`src/rtl/bus_bridge_pkg.sv`:
```
// -----------------------------------------------------------------------------
// bus_bridge_pkg
// Definitions shared by both halves of the UART bus bridge: the bus-side
// target endpoint and the remote initiator wrapper.
//   BRIDGE_CMD_WRITE / BRIDGE_CMD_READ : first byte of a request frame
//   BRIDGE_RSP_ACK   / BRIDGE_RSP_DATA : first byte of a response frame
//   bridge_tgt_state_t                 : state encoding of the target FSM
// -----------------------------------------------------------------------------
package bus_bridge_pkg;

  localparam logic [7:0] BRIDGE_CMD_WRITE = 8'h57;  // 'W' + ADDR_HI + ADDR_LO + DATA
  localparam logic [7:0] BRIDGE_CMD_READ  = 8'h52;  // 'R' + ADDR_HI + ADDR_LO
  localparam logic [7:0] BRIDGE_RSP_ACK   = 8'h4B;  // 'K' : write completed remotely
  localparam logic [7:0] BRIDGE_RSP_DATA  = 8'h44;  // 'D' + DATA : read response

  typedef enum logic [3:0] {
    IDLE,
    WAIT_WDATA,
    SEND_CMD,
    SEND_AH,
    SEND_AL,
    SEND_D,
    WAIT_HDR,
    WAIT_RDATA,
    SPLIT_REQ,
    RETURN
  } bridge_tgt_state_t;

endpackage

```
`src/rtl/bridge_rsp_timer.sv`:
```
// -----------------------------------------------------------------------------
// bridge_rsp_timer
// Loadable down-counter that bounds how long the target waits for a response
// frame. It is loaded when the last request byte leaves, counts down while
// enabled, and flags expiry in the cycle the count sits at zero.
// Ports:
//   clk, rst    : clock, synchronous active-high reset
//   load        : load load_value (takes priority over counting)
//   load_value  : cycles-1 until expiry
//   enable      : count while waiting for a response
//   expired     : high while enabled with the count at zero
// -----------------------------------------------------------------------------
module bridge_rsp_timer #(
  parameter int CNT_W = 32
) (
  input  logic             clk,
  input  logic             rst,
  input  logic             load,
  input  logic [CNT_W-1:0] load_value,
  input  logic             enable,
  output logic             expired
);

  logic [CNT_W-1:0] cnt;

  always_ff @(posedge clk) begin
    if (rst) begin
      cnt <= '0;
    end else if (load) begin
      cnt <= load_value;
    end else if (enable && (cnt != '0)) begin
      cnt <= cnt - 1'b1;
    end
  end

  assign expired = enable && !load && (cnt == '0);

endmodule

```
`src/rtl/bus_bridge_target_uart.sv`:
```
// -----------------------------------------------------------------------------
// bus_bridge_target_uart
// Bus-side target of the UART bus bridge. Each local bus transaction is sent
// as a byte frame to the remote initiator. Writes complete in-line when the
// remote acknowledges; reads are split: the bus is released with
// target_split_ack and the data is handed back through split_req/split_grant
// once the response frame arrives.
//
// Optional feature: define BUS_BRIDGE_TARGET_TIMEOUT_EN to bound the response
// wait to TIMEOUT_CYCLES cycles (writes are then acked, reads return ERR_DATA)
// and to count timeouts in timeout_count. Without it the block waits forever
// and timeout_count reads 0.
//
// Ports:
//   clk, rst                                : clock, synchronous active-high reset
//   target_addr_in/_valid, target_rw        : address strobe, 1 = read
//   target_data_in/_valid                   : write data strobe
//   target_data_out/_valid                  : read data return
//   target_ack                              : transaction complete pulse
//   target_split_ack                        : read accepted as split
//   target_ready                            : idle, address can be accepted
//   split_req, split_grant                  : bus request for the split return
//   tx_data/tx_valid/tx_ready               : byte stream to the UART TX
//   rx_data/rx_valid                        : byte strobe from the UART RX
//   timeout_count                           : saturating timed-out count
// -----------------------------------------------------------------------------
module bus_bridge_target_uart
  import bus_bridge_pkg::*;
#(
  parameter int          INTERNAL_ADDR_BITS = 12,
  parameter logic [15:0] REMOTE_BASE        = 16'h0000,
  parameter int          TIMEOUT_CYCLES     = 100000,
  parameter logic [7:0]  ERR_DATA           = 8'hFF
) (
  input  logic        clk,
  input  logic        rst,
  input  logic [15:0] target_addr_in,
  input  logic        target_addr_in_valid,
  input  logic [7:0]  target_data_in,
  input  logic        target_data_in_valid,
  input  logic        target_rw,
  input  logic        split_grant,
  output logic [7:0]  target_data_out,
  output logic        target_data_out_valid,
  output logic        target_ack,
  output logic        target_split_ack,
  output logic        target_ready,
  output logic        split_req,
  output logic [7:0]  tx_data,
  output logic        tx_valid,
  input  logic        tx_ready,
  input  logic [7:0]  rx_data,
  input  logic        rx_valid,
  output logic [7:0]  timeout_count
);

  localparam logic [15:0] ADDR_MASK = 16'((32'd1 << INTERNAL_ADDR_BITS) - 32'd1);

  bridge_tgt_state_t state;
  logic [15:0]       addr_q;
  logic [7:0]        wdata_q;
  logic [7:0]        rdata_q;
  logic              is_read;

  logic [15:0]       fwd_addr;
  logic              rsp_match;
  logic              tmo_fire;

  // Local offset bits are kept, everything above is supplied by REMOTE_BASE.
  assign fwd_addr = REMOTE_BASE | (target_addr_in & ADDR_MASK);

  // A byte that advances the response wait: the expected header in WAIT_HDR,
  // or any byte in WAIT_RDATA (the payload of the read response).
  assign rsp_match = rx_valid &&
                     (((state == WAIT_HDR) &&
                       (rx_data == (is_read ? BRIDGE_RSP_DATA : BRIDGE_RSP_ACK))) ||
                      (state == WAIT_RDATA));

`ifdef BUS_BRIDGE_TARGET_TIMEOUT_EN
  logic rsp_expired;
  logic enter_wait;

  function automatic logic [7:0] sat_inc8(input logic [7:0] v);
    return (v == 8'hFF) ? v : v + 8'd1;
  endfunction

  // The timer is reloaded on the edge that moves the FSM into WAIT_HDR.
  assign enter_wait = tx_ready &&
                      (((state == SEND_AL) && is_read) || (state == SEND_D));

  bridge_rsp_timer #(
    .CNT_W(32)
  ) u_rsp_timer (
    .clk       (clk),
    .rst       (rst),
    .load      (enter_wait),
    .load_value(32'(TIMEOUT_CYCLES - 1)),
    .enable    ((state == WAIT_HDR) || (state == WAIT_RDATA)),
    .expired   (rsp_expired)
  );

  // A byte arriving in the expiry cycle still wins over the timeout.
  assign tmo_fire = rsp_expired && !rsp_match;

  always_ff @(posedge clk) begin
    if (rst) begin
      timeout_count <= '0;
    end else if (tmo_fire) begin
      timeout_count <= sat_inc8(timeout_count);
    end
  end
`else
  logic [31:0] unused_tmo_cycles;

  assign unused_tmo_cycles = 32'(TIMEOUT_CYCLES);
  assign tmo_fire          = 1'b0;
  assign timeout_count     = '0;
`endif

  always_ff @(posedge clk) begin
    if (rst) begin
      state                 <= IDLE;
      target_ready          <= 1'b1;
      target_ack            <= 1'b0;
      target_split_ack      <= 1'b0;
      target_data_out_valid <= 1'b0;
      target_data_out       <= '0;
      split_req             <= 1'b0;
      tx_valid              <= 1'b0;
      tx_data               <= '0;
    end else begin
      // Completion strobes are single-cycle pulses.
      target_ack            <= 1'b0;
      target_split_ack      <= 1'b0;
      target_data_out_valid <= 1'b0;

      case (state)
        IDLE: begin
          if (target_addr_in_valid) begin
            addr_q       <= fwd_addr;
            is_read      <= target_rw;
            target_ready <= 1'b0;
            if (target_rw) begin
              target_split_ack <= 1'b1;
              tx_valid         <= 1'b1;
              tx_data          <= BRIDGE_CMD_READ;
              state            <= SEND_CMD;
            end else if (target_data_in_valid) begin
              wdata_q  <= target_data_in;
              tx_valid <= 1'b1;
              tx_data  <= BRIDGE_CMD_WRITE;
              state    <= SEND_CMD;
            end else begin
              state <= WAIT_WDATA;
            end
          end
        end

        WAIT_WDATA: begin
          if (target_data_in_valid) begin
            wdata_q  <= target_data_in;
            tx_valid <= 1'b1;
            tx_data  <= BRIDGE_CMD_WRITE;
            state    <= SEND_CMD;
          end
        end

        // Each SEND_* state presents one byte and holds it until tx_ready.
        SEND_CMD: begin
          if (tx_ready) begin
            tx_data <= addr_q[15:8];
            state   <= SEND_AH;
          end
        end

        SEND_AH: begin
          if (tx_ready) begin
            tx_data <= addr_q[7:0];
            state   <= SEND_AL;
          end
        end

        SEND_AL: begin
          if (tx_ready) begin
            if (is_read) begin
              tx_valid <= 1'b0;
              state    <= WAIT_HDR;
            end else begin
              tx_data <= wdata_q;
              state   <= SEND_D;
            end
          end
        end

        SEND_D: begin
          if (tx_ready) begin
            tx_valid <= 1'b0;
            state    <= WAIT_HDR;
          end
        end

        WAIT_HDR: begin
          if (rsp_match) begin
            if (is_read) begin
              state <= WAIT_RDATA;
            end else begin
              target_ack <= 1'b1;
              state      <= RETURN;
            end
          end else if (tmo_fire) begin
            if (is_read) begin
              rdata_q   <= ERR_DATA;
              split_req <= 1'b1;
              state     <= SPLIT_REQ;
            end else begin
              target_ack <= 1'b1;
              state      <= RETURN;
            end
          end
        end

        WAIT_RDATA: begin
          if (rsp_match) begin
            rdata_q   <= rx_data;
            split_req <= 1'b1;
            state     <= SPLIT_REQ;
          end else if (tmo_fire) begin
            rdata_q   <= ERR_DATA;
            split_req <= 1'b1;
            state     <= SPLIT_REQ;
          end
        end

        // Grant is checked from the first cycle split_req is visible.
        SPLIT_REQ: begin
          if (split_grant) begin
            split_req             <= 1'b0;
            target_ack            <= 1'b1;
            target_data_out_valid <= 1'b1;
            target_data_out       <= rdata_q;
            state                 <= RETURN;
          end
        end

        RETURN: begin
          target_ready <= 1'b1;
          state        <= IDLE;
        end

        default: begin
          target_ready <= 1'b1;
          tx_valid     <= 1'b0;
          split_req    <= 1'b0;
          state        <= IDLE;
        end
      endcase
    end
  end

endmodule

```
`config.mk`:
```
export PLATFORM = sky130hd
export DESIGN_NAME = bus_bridge_target_uart
export DESIGN_NICKNAME = d
export VERILOG_FILES = /design/src/rtl/bus_bridge_pkg.sv /design/src/rtl/bridge_rsp_timer.sv /design/src/rtl/bus_bridge_target_uart.sv
export SDC_FILE = /design/constraint.sdc
export NUM_CORES = 1
export LEC_CHECK = 0
export ABC_AREA = 1
export CORE_ASPECT_RATIO = 1.5
export CORE_MARGIN = 2
export CORE_UTILIZATION = 52
export CTS_BUF_LIST = sky130_fd_sc_hd__clkbuf_16
export CTS_CLUSTER_DIAMETER = 30
export DETAILED_ROUTE_END_ITERATION = 16
export GPL_ROUTABILITY_DRIVEN = 0
export PLACE_DENSITY = 0.88
export SLEW_MARGIN = 30
export SYNTH_ARGS = -nofsm -noshare
export SYNTH_HDL_FRONTEND = slang
export SYNTH_HIERARCHICAL = 1
export SYNTH_SLANG_ARGS = --single-unit
```
`constraint.sdc`:
```
create_clock -name clk -period 6.15 [get_ports clk]
set_input_delay 0.615 -clock clk [delete_from_list [all_inputs] [get_ports clk]]
set_output_delay 0.615 -clock clk [all_outputs]
set_load 0.02 [all_outputs]
```
==> results.md, run 1 <==
- The run finished with clean final reports.
- The first global-routing pass estimated ~11,000 um of wire.
- The data arrival at the endpoint of the critical path is about 2500 ps.
- Once detail routing completed, the nets flagged for antenna violations numbered 0.
- The fraction of the core area covered by cells at the end of the flow is between 60% and 70%.
- Buffers added to address setup during post-CTS repair amount to 0.
- The leakage component of the power is 1.466 nW.
- After technology mapping, the gate count stands at 332.
- The tree is rooted in a clkbuf_16.
- The predominant post-synthesis flop cell is edfxtp_1.
- The worst setup path is launched from an input pin.
- Cell internal power was estimated by the tool at between 0.8 and 0.9 mW.
- Across the VDD grid, the largest voltage drop is a little under 0.3 mV.
- On the final layout, the worst clock skew is 2.776 ps.
- The first-pass iteration count of the detailed router is 4.
- The number of antenna violations at the first check in global routing is 0.
- Global routing finished with a remaining overflow of 0.
- Global routing used 23.70% of the available tracks.
- The area enclosed by the die boundary is 5789 um2.
- Sequential cells account for a little over a third of the total power.
- Of all nets on the critical path, the largest fanout is 15.
- The net switching power is ~0.58 mW.
- At the end of the flow, the number of nets in the layout was around 430.
- The floorplan core area is just over 5000 um2.
- The number of buffers added by the clock tree synthesis step is 5.
- In this run the core area contains 32 standard-cell rows.
- Measured against its own limit, the worst slew margin works out to 54.96%.
- The initial standard-cell utilization of the core is a little over half.
- The element type at the critical path end is a flop.
- Along the worst hold path, the cell count comes to 2.
- After synthesis, flip-flops and latches occupy between 50% and 60% of the total area.
- In the layout the commonest cells are nand2_1 (91), clkdlybuf4s50_1 (57), nor2_1 (54).
- Of the cells placed in the final design, the portion with a size suffix greater than 1 is between 8 and 9%.
- The half-perimeter wire length after detailed placement is 4752 um.
- Setup slack closes at roughly 3600 ps.
- The final cycle utilization of the critical path is 42.25%.
- After detailed routing, the average wire length per cell comes to about 13 um.
- The via count is ~2,400.
- The number of H-tree branching levels is 2.
- The number of hold buffers added after cts is 0.
- From synthesis to final layout, the design area changed by 27.42%.
- The clock slew seen by the registers of the worst setup and hold paths is around 60 ps.
- The total of flip-flops plus latches after synthesis is 55.
- The worst-margin pin slew is roughly 670 ps.
- The number of synthesized flops with an enable pin is 29.
- For this run, the top clock speed supported by timing is between 300 and 400 MHz.
- The power density over the cells is 407.1 nW/um2.
- In this run the count of I/O pins placed on the die edge is 70.
- The total number of yosys warnings is 6.
- The min-delay analysis places its worst path in the category flop to flop.
- STA puts the critical path data required time at ~6100 ps.
- The clock latency reported for the late side of the worst-skew pair is roughly 290 ps.
- Hold is met by ~480 ps.
- The repair_antennas step left the layout with diodes totalling 0.
- Max-cap violations in this run came to 0.
- The netlist uses 27 different library cells.
- In this run, the clock network consumes between 10% and 20% of the power.
- The count of endpoints failing hold in the final timing report is 0.
- The post-route setup TNS is 0 ps.
- Counting cells, the worst reg-to-reg path comes to 5.
- Entering global routing, the biggest net connects 17 pins.
- Input and output buffers added on the ports amount to 57.
- The post-detailed-route via-to-cell ratio is 5.187.
- Leaving out fill and tap cells, the most frequent cell in the layout is nand2_1.
- The die is ~63 um wide.
- Net switching is 41.17% of the power.
- After synthesis, the mean cell area works out to slightly above 8 um2.
- OpenSTA, run right after detailed placement, puts the worst setup slack at 3232 ps.
- Setup repair after global routing left no endpoint under its margin.
- The number of max-slew violations in the final report came to 0.
- The number of instances resized during post-cts repair is 0.
- After the first detailed-routing iteration, the DRC count stood at around 110.
- For this run, asynchronously set or reset flops after synthesis account for 0%.
- The number of global-route vias before repair was 2,413.
- The height of the chip is 92.19 um.
- The count of endpoints failing setup in the final report is 0.
- The clock net in this run drives a total of 55 sinks.
- The buffer levels on the longest clock path is 2.
- The remaining design rule violation count is 0.
- The TritonCTS clock tree is yes.
- The relative contribution of combinational cells to total power is 44.9%.
- The kind of critical path is input pin to flop.
- The shortest period the worst path allows is between 2000 and 3000 ps.
- In this run the cell area of the synthesized design comes to 2696 um2.
- After detailed routing, the total wire length is around 6200 um.
==> cell usage after synthesis (3+ instances only) <==
cell	count	area share, %
nand2_1	91	13
nor2_1	54	7.5
edfxtp_1	29	32
dfxtp_1	26	19
inv_1	23	3.2
nand3_1	22	4.1
a21oi_1	21	3.9
o21ai_0	19	3.5
buf_4	10	2.8
nand2_2	6	1.4
inv_2	5	0.70
nor2_2	3	0.70
nor2_4	3	1.3
==> path summary, 6_finish.rpt <==
| kind | startpoint | endpoint | slack [ps] |
|---|---|---|---|
| setup / recovery | rst | wdata_q[5] | 3550 |
| hold / removal | split_req | split_req | 480 |
| setup reg to reg | state[1] | wdata_q[5] | 4130 |
| hold reg to reg | split_req | split_req | 480 |
==> metrics by stage <==
| stage | area (um2) | std cells | total power [mW] |
|---|---|---|---|
| global route | 3436 | 460 | 1.497 |
| global placement | 3298 | 452 | 1.107 |
| CTS | 3436 | 460 | 1.398 |
| floorplan | 2723 | 339 | 0.9447 |
| detailed placement | 3298 | 452 | 1.130 |
| finish | 3436 | 460 | 1.399 |
==> logic make-up after synthesis <==
kind of cell	after synthesis	synth area share, %
other	1	0.1391
and+or+nand+nor	190	32.16
DFF	55	51.60
AOI/OAI and AO/OA	44	8.631
buffers and inverters	42	7.471
==> registers in the layout, indices dropped and copies added (netlist names), 4 cells and up <==
signal,flops
addr_q,12
wdata_q,8
rdata_q,8
state,4
target_data_out,8
tx_data,8
==> worst max-delay path: stages <==
cell and delay, ps:
clkdlybuf4s50_1 720, inv_1 500, nand3_1 130, nor2_1 550
==> layout make-up <==
class / count / area, um2
tap: 68 / 85.08
multi-input combinational: 242 / 1130
timing repair buffer: 58 / 578.1
clock inverter: 3 / 12.51
clock buffer: 5 / 125.1
sequential: 55 / 1391
fill: 415 / 1649
inverter: 29 / 113.9
==> power by group through the flow <==
| stage | Clock [mW] | Sequential [mW] | Combinational [mW] |
|---|---|---|---|
| 2_1_floorplan | 0 | 0.529 | 0.416 |
| 3_3_place_gp | 0 | 0.506 | 0.601 |
| 3_5_place_dp | 0 | 0.509 | 0.621 |
| 4_1_cts | 0.270 | 0.502 | 0.627 |
| 5_1_grt | 0.287 | 0.511 | 0.699 |
| 6_report | 0.266 | 0.504 | 0.629 |
==> per-layer routing <==
metal	vias to the layer above	part of all wire [%]	global-route usage [%]
met4	0	3.9	14.26
met2	106	55	44.62
met5	-	0	0
met3	22	5.3	5.153
met1	1080	35	23.16
li1	1178	-	-
Note: power is estimated with default switching activity, not from simulation.
==> run 2: changes to the inputs <==
--- a/config.mk
+++ b/config.mk
@@ -8,12 +8,12 @@
 export ABC_AREA = 1
 export CORE_ASPECT_RATIO = 1.5
 export CORE_MARGIN = 2
-export CORE_UTILIZATION = 52
+export CORE_UTILIZATION = 49
 export CTS_BUF_LIST = sky130_fd_sc_hd__clkbuf_16
 export CTS_CLUSTER_DIAMETER = 30
 export DETAILED_ROUTE_END_ITERATION = 16
 export GPL_ROUTABILITY_DRIVEN = 0
-export PLACE_DENSITY = 0.88
+export PLACE_DENSITY = 0.84
 export SLEW_MARGIN = 30
 export SYNTH_ARGS = -nofsm -noshare
 export SYNTH_HDL_FRONTEND = slang
==> constraint.sdc (replaced) <==
create_clock -name clk -period 2.53 [get_ports clk]
set_input_delay 0.253 -clock clk [delete_from_list [all_inputs] [get_ports clk]]
set_output_delay 0.253 -clock clk [all_outputs]
set_load 0.02 [all_outputs]
==> results.md, run 2 (synthesis results as in run 1) <==
- The net switching power is 1.414 mW (was 0.5759 mW).
- The routed length per placed instance is 13.30 um (was 13.45 um).
- The kind of critical path is flop to flop (was input pin to flop).
- The share of total power consumed by net switching is 40.03% (was 41.17%).
- The number of hold buffers added after cts was 0 (unchanged).
- The area taken by multi-input logic gates is 1130 um2 (unchanged).
- Dividing the final minimum period by the clock period gives 78.01%.
- The total global-route track usage is 21.51% (was 23.70%).
- The buffer levels on the longest clock path is 2 (unchanged).
- The sequential standard cell area is 1391 um2 (unchanged).
- The number of instances resized during post-cts repair is 0 (unchanged).
- The height of the chip came to 94.85 um (was 92.19 um).
- The clock skew is 6.329 ps (was 2.776 ps).
- The count of endpoints failing hold in the final timing report came to 0 (unchanged).
- The total number of clock tree sinks was 55 (unchanged).
- The number of buffers inserted to repair setup after CTS was 0 (unchanged).
- The pin count of the biggest net entering global routing was 19 (was 17).
- The total congestion overflow is 0 (unchanged).
- The floorplan row count was 33 (was 32).
- The final layout net count is 435 (was 431).
- The leakage component of the power is 1.500 nW (was 1.466 nW).
- The class of the tightest hold or removal check is flop to flop (unchanged).
- The number of max-slew violations in the final report came to 0 (unchanged).
- The internal power was 2.119 mW (was 0.8228 mW).
- Critical Path, Cell by Cell: nand2_1 -> nor2_1 -> nand2_1 -> nor2_1 (was clkdlybuf4s50_1 -> inv_1 -> nand3_1 -> nor2_1).
- The most common cell after layout, fill and taps aside was nand2_1 (unchanged).
- The floorplan core area is 5409 um2 (was 5085 um2).
- The area enclosed by the die boundary is 6124 um2 (was 5789 um2).
- The number of antenna violations at the first check in global routing was 0 (unchanged).
- The clock latency reported for the late side of the worst-skew pair is 290 ps (about the same).
- The final design instance area without fill is 3501 um2 (was 3436 um2).
- The worst slew margin relative to its limit is 54.92% (was 54.96%).
- The maximum vdd drop came to 0.9001 mV (was 0.2943 mV).
- The nature of the critical path startpoint is a flop (was input pin).
- The number of H-tree branching levels is 2 (unchanged).
- Outcome: complete, no violations (unchanged).
- The relative contribution of combinational cells to total power is 43.1% (was 44.9%).
- The number of port buffers is 57 (unchanged).
- The portion of total power attributed to sequential cells is 34.5% (was 36.0%).
- The overall die width is 64.57 um (was 62.80 um).
- The area after detailed placement is 3331 um2 (was 3298 um2).
- The cell with the largest stage delay on the worst path was nor2_1 (was clkdlybuf4s50_1).
- The half-perimeter wire length after detailed placement is 4585 um (was 4752 um).
- The via count is 2,404 (was 2,386).
- Commonest cells after routing, fill and taps aside: nand2_1 (91), clkdlybuf4s50_1 (57), nor2_1 (54) (unchanged).
- The delay of the slowest critical-path stage was 550 ps (was 720 ps).
- The worst path needs ~2000 ps of the cycle, external delays included.
- The number of flip-flops under the largest register name was 12 (unchanged).
- The number of antenna diodes is 0 (unchanged).
- The count of endpoints failing setup in the final report is 0 (unchanged).
- The TritonCTS clock tree is yes (unchanged).
- The proportion of layout cells with a drive suffix above 1 is 9.596% (was 8.418%).
- The element type at the critical path end is a flop (unchanged).
- The power density over the cells came to 1009 nW/um2 (was 407.1 nW/um2).
- The signed area change from the synthesized netlist to the final layout was 29.84% (was 27.42%).
- The data arrival at the endpoint of the critical path came to 1900 ps (was 2520 ps).
- The count of antenna-violating nets left after detailed routing came to 0 (unchanged).
- The overall routed net length was 6196 um (was 6189 um).
- The post-detailed-route via-to-cell ratio is 5.159 (was 5.187).
- The highest attainable clock frequency is between 500 and 600 MHz.
- The post-route setup TNS came to 0 ps (unchanged).
- The first-pass iteration count of the detailed router is 4 (unchanged).
- The required time of the worst setup path is 2460 ps (was 6080 ps).
- The remaining design rule violation count is 0 (unchanged).
- The I/O pin count is 70 (unchanged).
- The filler cell count is 445 (was 415).
- The initial DRC count is 198 (was 109).
- The root buffer cell is clkbuf_16 (unchanged).
- The number of global-route vias before repair is 2,253 (was 2,413).
- Setup repair after global routing missed its margin: false (unchanged).
- The register containing the most flip-flops in the final layout is addr_q (unchanged).
- The clock slew seen by the registers of the worst setup and hold paths was 70 ps (was 60 ps).
- The clock network fraction of design power is 22.4% (was 19.0%).
- The number of buffers added by the clock tree synthesis step came to 5 (unchanged).
- The top fanout value on the critical path came to 9 (was 15).
- The first-pass GRT wire length is 9970 um (was 10,560 um).
- The initial standard-cell utilization of the core came to 49.85% (was 53.03%).
- The worst-margin pin slew is 673.7 ps (was 673.2 ps).
- The number of maximum-capacitance constraint violations came to 0 (unchanged).
run 2: changes by cell type in the layout (fill, tap and decap cells not counted), sizes merged:
cell	previous run	this run
clkinv	3	1
buf	1	5
inv	29	30
bufinv	0	1
run 2: power by group through the flow:
stage	Clock, mW	Combinational [mW]	Sequential (mW)
after global placement	0	1.46	1.23
after global routing	0.824	1.70	1.24
final	0.790	1.52	1.22
after floorplan	0	1.01	1.29
after CTS	0.796	1.52	1.22
after detailed placement	0	1.50	1.23
run 2: worst max-delay path, delay by kind of cell, from the launching register on:
kind | cells | cell delay [ps]
flip-flops | 1 | 520
AND/OR/NAND/NOR | 4 | 1090
run 2: area by class of cell:
cell class,count,area share [%]
clock buffer,5,3.574
sequential,55,39.74
timing repair buffer,62,17.37
tap,70,2.502
inverter,29,3.252
clock inverter,3,1.287
multi-input combinational,242,32.27
run 2: routing by layer:
| metal | global-route usage, % | vias to the layer above | share of wire (%) |
|---|---|---|---|
| li1 | - | 1186 | - |
| met1 | 23.18 | 1094 | 38 |
| met2 | 37.76 | 94 | 52 |
| met3 | 3.576 | 30 | 3.9 |
| met4 | 15.43 | 0 | 6.2 |
| met5 | 0 | - | 0 |
run 2: final timing paths:
kind	from	cells past startpoint	endpoint	slack, ps
hold reg to reg	rdata_q[7]	2	target_data_out[7]	480
hold / removal	rdata_q[7]	2	target_data_out[7]	480
setup reg to reg	state[1]	4	rdata_q[4]	560
setup / recovery	state[1]	4	rdata_q[4]	560
run 2: per-stage QoR:
step	hold WS (ps)	cells	util, %	power [mW]	setup slack [ps]
after CTS	482.3	466	64.72	3.527	592.7
after floorplan	322.1	339	-	2.296	390.8
final	475.3	466	64.72	3.532	556.4
after global placement	451.5	458	61.58	2.692	687.3
after global routing	504.5	466	64.72	3.759	416.6
after detailed placement	466.1	458	61.58	2.728	633.8
==> run 3: changes to the inputs <==
--- a/config.mk
+++ b/config.mk
@@ -8,12 +8,12 @@
 export ABC_AREA = 1
 export CORE_ASPECT_RATIO = 1.5
 export CORE_MARGIN = 2
-export CORE_UTILIZATION = 49
+export CORE_UTILIZATION = 44
 export CTS_BUF_LIST = sky130_fd_sc_hd__clkbuf_16
 export CTS_CLUSTER_DIAMETER = 30
 export DETAILED_ROUTE_END_ITERATION = 16
 export GPL_ROUTABILITY_DRIVEN = 0
-export PLACE_DENSITY = 0.84
+export PLACE_DENSITY = 0.8
 export SLEW_MARGIN = 30
 export SYNTH_ARGS = -nofsm -noshare
 export SYNTH_HDL_FRONTEND = slang
==> constraint.sdc (replaced) <==
create_clock -name clk -period 1.77 [get_ports clk]
set_input_delay 0.177 -clock clk [delete_from_list [all_inputs] [get_ports clk]]
set_output_delay 0.177 -clock clk [all_outputs]
set_load 0.02 [all_outputs]
==> results.md, run 3 (synthesis results as in run 1) <==
- Outcome: complete, no violations (unchanged).
- The number of antenna violations at the first check in global routing is 0 (unchanged).
- The count of endpoints failing setup in the final report is 0 (unchanged).
- The height of the chip is 99.88 um (was 94.85 um).
- The count of endpoints failing hold in the final timing report is 0 (unchanged).
- The number of buffers inserted to repair setup after CTS was 0 (unchanged).
- The highest attainable clock frequency is 618.7 MHz (was 506.7 MHz).
- The total power draw was 5.079 mW (was 3.532 mW).
- The required time of the worst setup path is 1990 ps (was 2460 ps).
- The total global-route track usage is 19.45% (was 21.51%).
- The floorplan row count is 34 (was 33).
- The first-pass iteration count of the detailed router is 4 (unchanged).
- The proportion of layout cells with a drive suffix above 1 is 12.56% (was 9.596%).
- The number of antenna diodes is 0 (unchanged).
- The signed area change from the synthesized netlist to the final layout is 32.95% (was 29.84%).
- The timing startpoint of the critical path is state[3] (was state[1]).
- The number of hold buffers added after cts is 0 (unchanged).
- The pin count of the biggest net entering global routing came to 17 (was 19).
- The initial DRC count was 152 (was 198).
- The total congestion overflow was 0 (unchanged).
- The sequential standard cell area was 1394 um2 (was 1391 um2).
- The nature of the critical path startpoint is a flop (unchanged).
- The worst setup slack after placement was 130.9 ps (was 633.8 ps).
- The final design instance area without fill is 3585 um2 (was 3501 um2).
- The clock slew seen by the registers of the worst setup and hold paths is 70 ps (about the same).
- The maximum vdd drop is 0.7960 mV (was 0.9001 mV).
- The via count came to 2,406 (was 2,404).
- The minimum hold slack came to 439.4 ps (was 475.3 ps).
- The number of instances resized during post-cts repair is 0 (unchanged).
- The final cycle utilization of the critical path is 91.32% (was 78.01%).
- Commonest cells after routing, fill and taps aside: nand2_1 (91), clkdlybuf4s50_1 (57), nor2_1 (54) (unchanged).
- The TritonCTS clock tree was yes (unchanged).
- The clock latency reported for the late side of the worst-skew pair came to 290 ps (about the same).
- The element type at the critical path end is a flop (unchanged).
- The count of antenna-violating nets left after detailed routing is 0 (unchanged).
- The number of maximum-capacitance constraint violations is 0 (unchanged).
- The power density over the cells came to 1417 nW/um2 (was 1009 nW/um2).
- The clock skew is 6.750 ps (was 6.329 ps).
- The root buffer cell is clkbuf_16 (unchanged).
- The leakage component of the power is 1.548 nW (was 1.500 nW).
- The most common cell after layout, fill and taps aside is nand2_1 (unchanged).
- The class of the tightest hold or removal check is input pin to flop (was flop to flop).
- The buffer levels on the longest clock path is 2 (unchanged).
- The number of buffers added by the clock tree synthesis step is 5 (unchanged).
- The top fanout value on the critical path is 8 (was 9).
- The number of cells on the worst reg-to-reg path was 8 (was 4).
- The remaining design rule violation count was 0 (unchanged).
- The register containing the most flip-flops in the final layout is addr_q (unchanged).
- The overall routed net length is 6158 um (was 6196 um).
- The data arrival at the endpoint of the critical path came to 1840 ps (was 1900 ps).
- The number of max-slew violations in the final report is 0 (unchanged).
- The number of H-tree branching levels is 2 (unchanged).
- The cell depth of the worst min-delay path is 1 (was 2).
- The number of flip-flops under the largest register name came to 12 (unchanged).
- The total number of clock tree sinks is 55 (unchanged).
- The floorplan core area is 5871 um2 (was 5409 um2).
- The post-route setup TNS came to 0 ps (unchanged).
- The area enclosed by the die boundary is 6783 um2 (was 6124 um2).
- The half-perimeter wire length after detailed placement is 4828 um (was 4585 um).
- The post-layout worst setup margin came to 153.7 ps (was 556.4 ps).
- The kind of critical path was flop to flop (unchanged).
- The initial standard-cell utilization of the core was 45.93% (was 49.85%).
- The source of the worst register-to-register timing path is state[3] (was state[1]).
- The filler cell count came to 517 (was 445).
- The startpoint of the tightest hold check path was target_addr_in[6] (was rdata_q[7]).
- The post-detailed-route via-to-cell ratio is 5.033 (was 5.159).
- The number of global-route vias before repair came to 2,370 (was 2,253).
- The shortest period the worst path allows is 1616 ps (was 1974 ps).
- The routed length per placed instance is 12.88 um (was 13.30 um).
- The final layout net count is 445 (was 435).
- The number of port buffers came to 57 (unchanged).
- Setup repair after global routing missed its margin: false (unchanged).
- The area taken by multi-input logic gates came to 1140 um2 (was 1130 um2).
- The overall die width is 67.92 um (was 64.57 um).
- The first-pass GRT wire length is 10,030 um (was 9970 um).
- The I/O pin count is 70 (unchanged).
- The area after detailed placement was 3413 um2 (was 3331 um2).
run 3: cell count changes in the layout (fill, tap and decap cells not counted), sizes merged:
cell,before,now
buf,5,15
inv,30,28
clkinv,1,3
run 3: cell type report:
| class | instances | area share, % |
|---|---|---|
| Clock inverter | 3 | 1.082 |
| Timing Repair Buffer | 72 | 19.06 |
| Tap cell | 72 | 2.513 |
| Sequential cell | 55 | 38.88 |
| Multi-Input combinational cell | 242 | 31.80 |
| Inverter | 29 | 3.176 |
| Clock buffer | 5 | 3.490 |
run 3: per-layer routing:
| metal | global-route usage [%] | share of wire, % | wire length [um] | vias to the layer above |
|---|---|---|---|---|
| met5 | 0 | 0 | 0 | - |
| met4 | 9.846 | 3.0 | 187 | 0 |
| met3 | 4.036 | 5.3 | 326 | 15 |
| met2 | 36.80 | 55 | 3371 | 95 |
| met1 | 18.96 | 37 | 2272 | 1087 |
| li1 | - | - | - | 1209 |
run 3: where the power goes:
part / total (mW) / switching [mW] / internal [mW]
sequential: 1.75 / 0.185 / 1.57
combinational: 2.25 / 1.41 / 0.845
clock: 1.07 / 0.415 / 0.660
run 3: per-stage QoR:
step                utilization [%]  instances
finish                        61.06        478
global route                  61.06        478
CTS                           60.93        478
detailed placement            58.14        470
global placement              58.14        470
floorplan                         -        339
run 3: final timing paths:
check | end | slack [ps]
worst max-delay path | tx_data[6] | 150
worst min-delay path | addr_q[6] | 440
worst max register to register | tx_data[6] | 150
worst min register to register | split_req | 480
run 3: critical path: stages, from the launching register on:
cell,delay [ps]
dfxtp_1,540
nor2_4,110
nand2_1,190
nand2_1,130
nor2_4,190
o21ai_0,120
nand2_1,70
nand2_1,50
a21oi_1,130
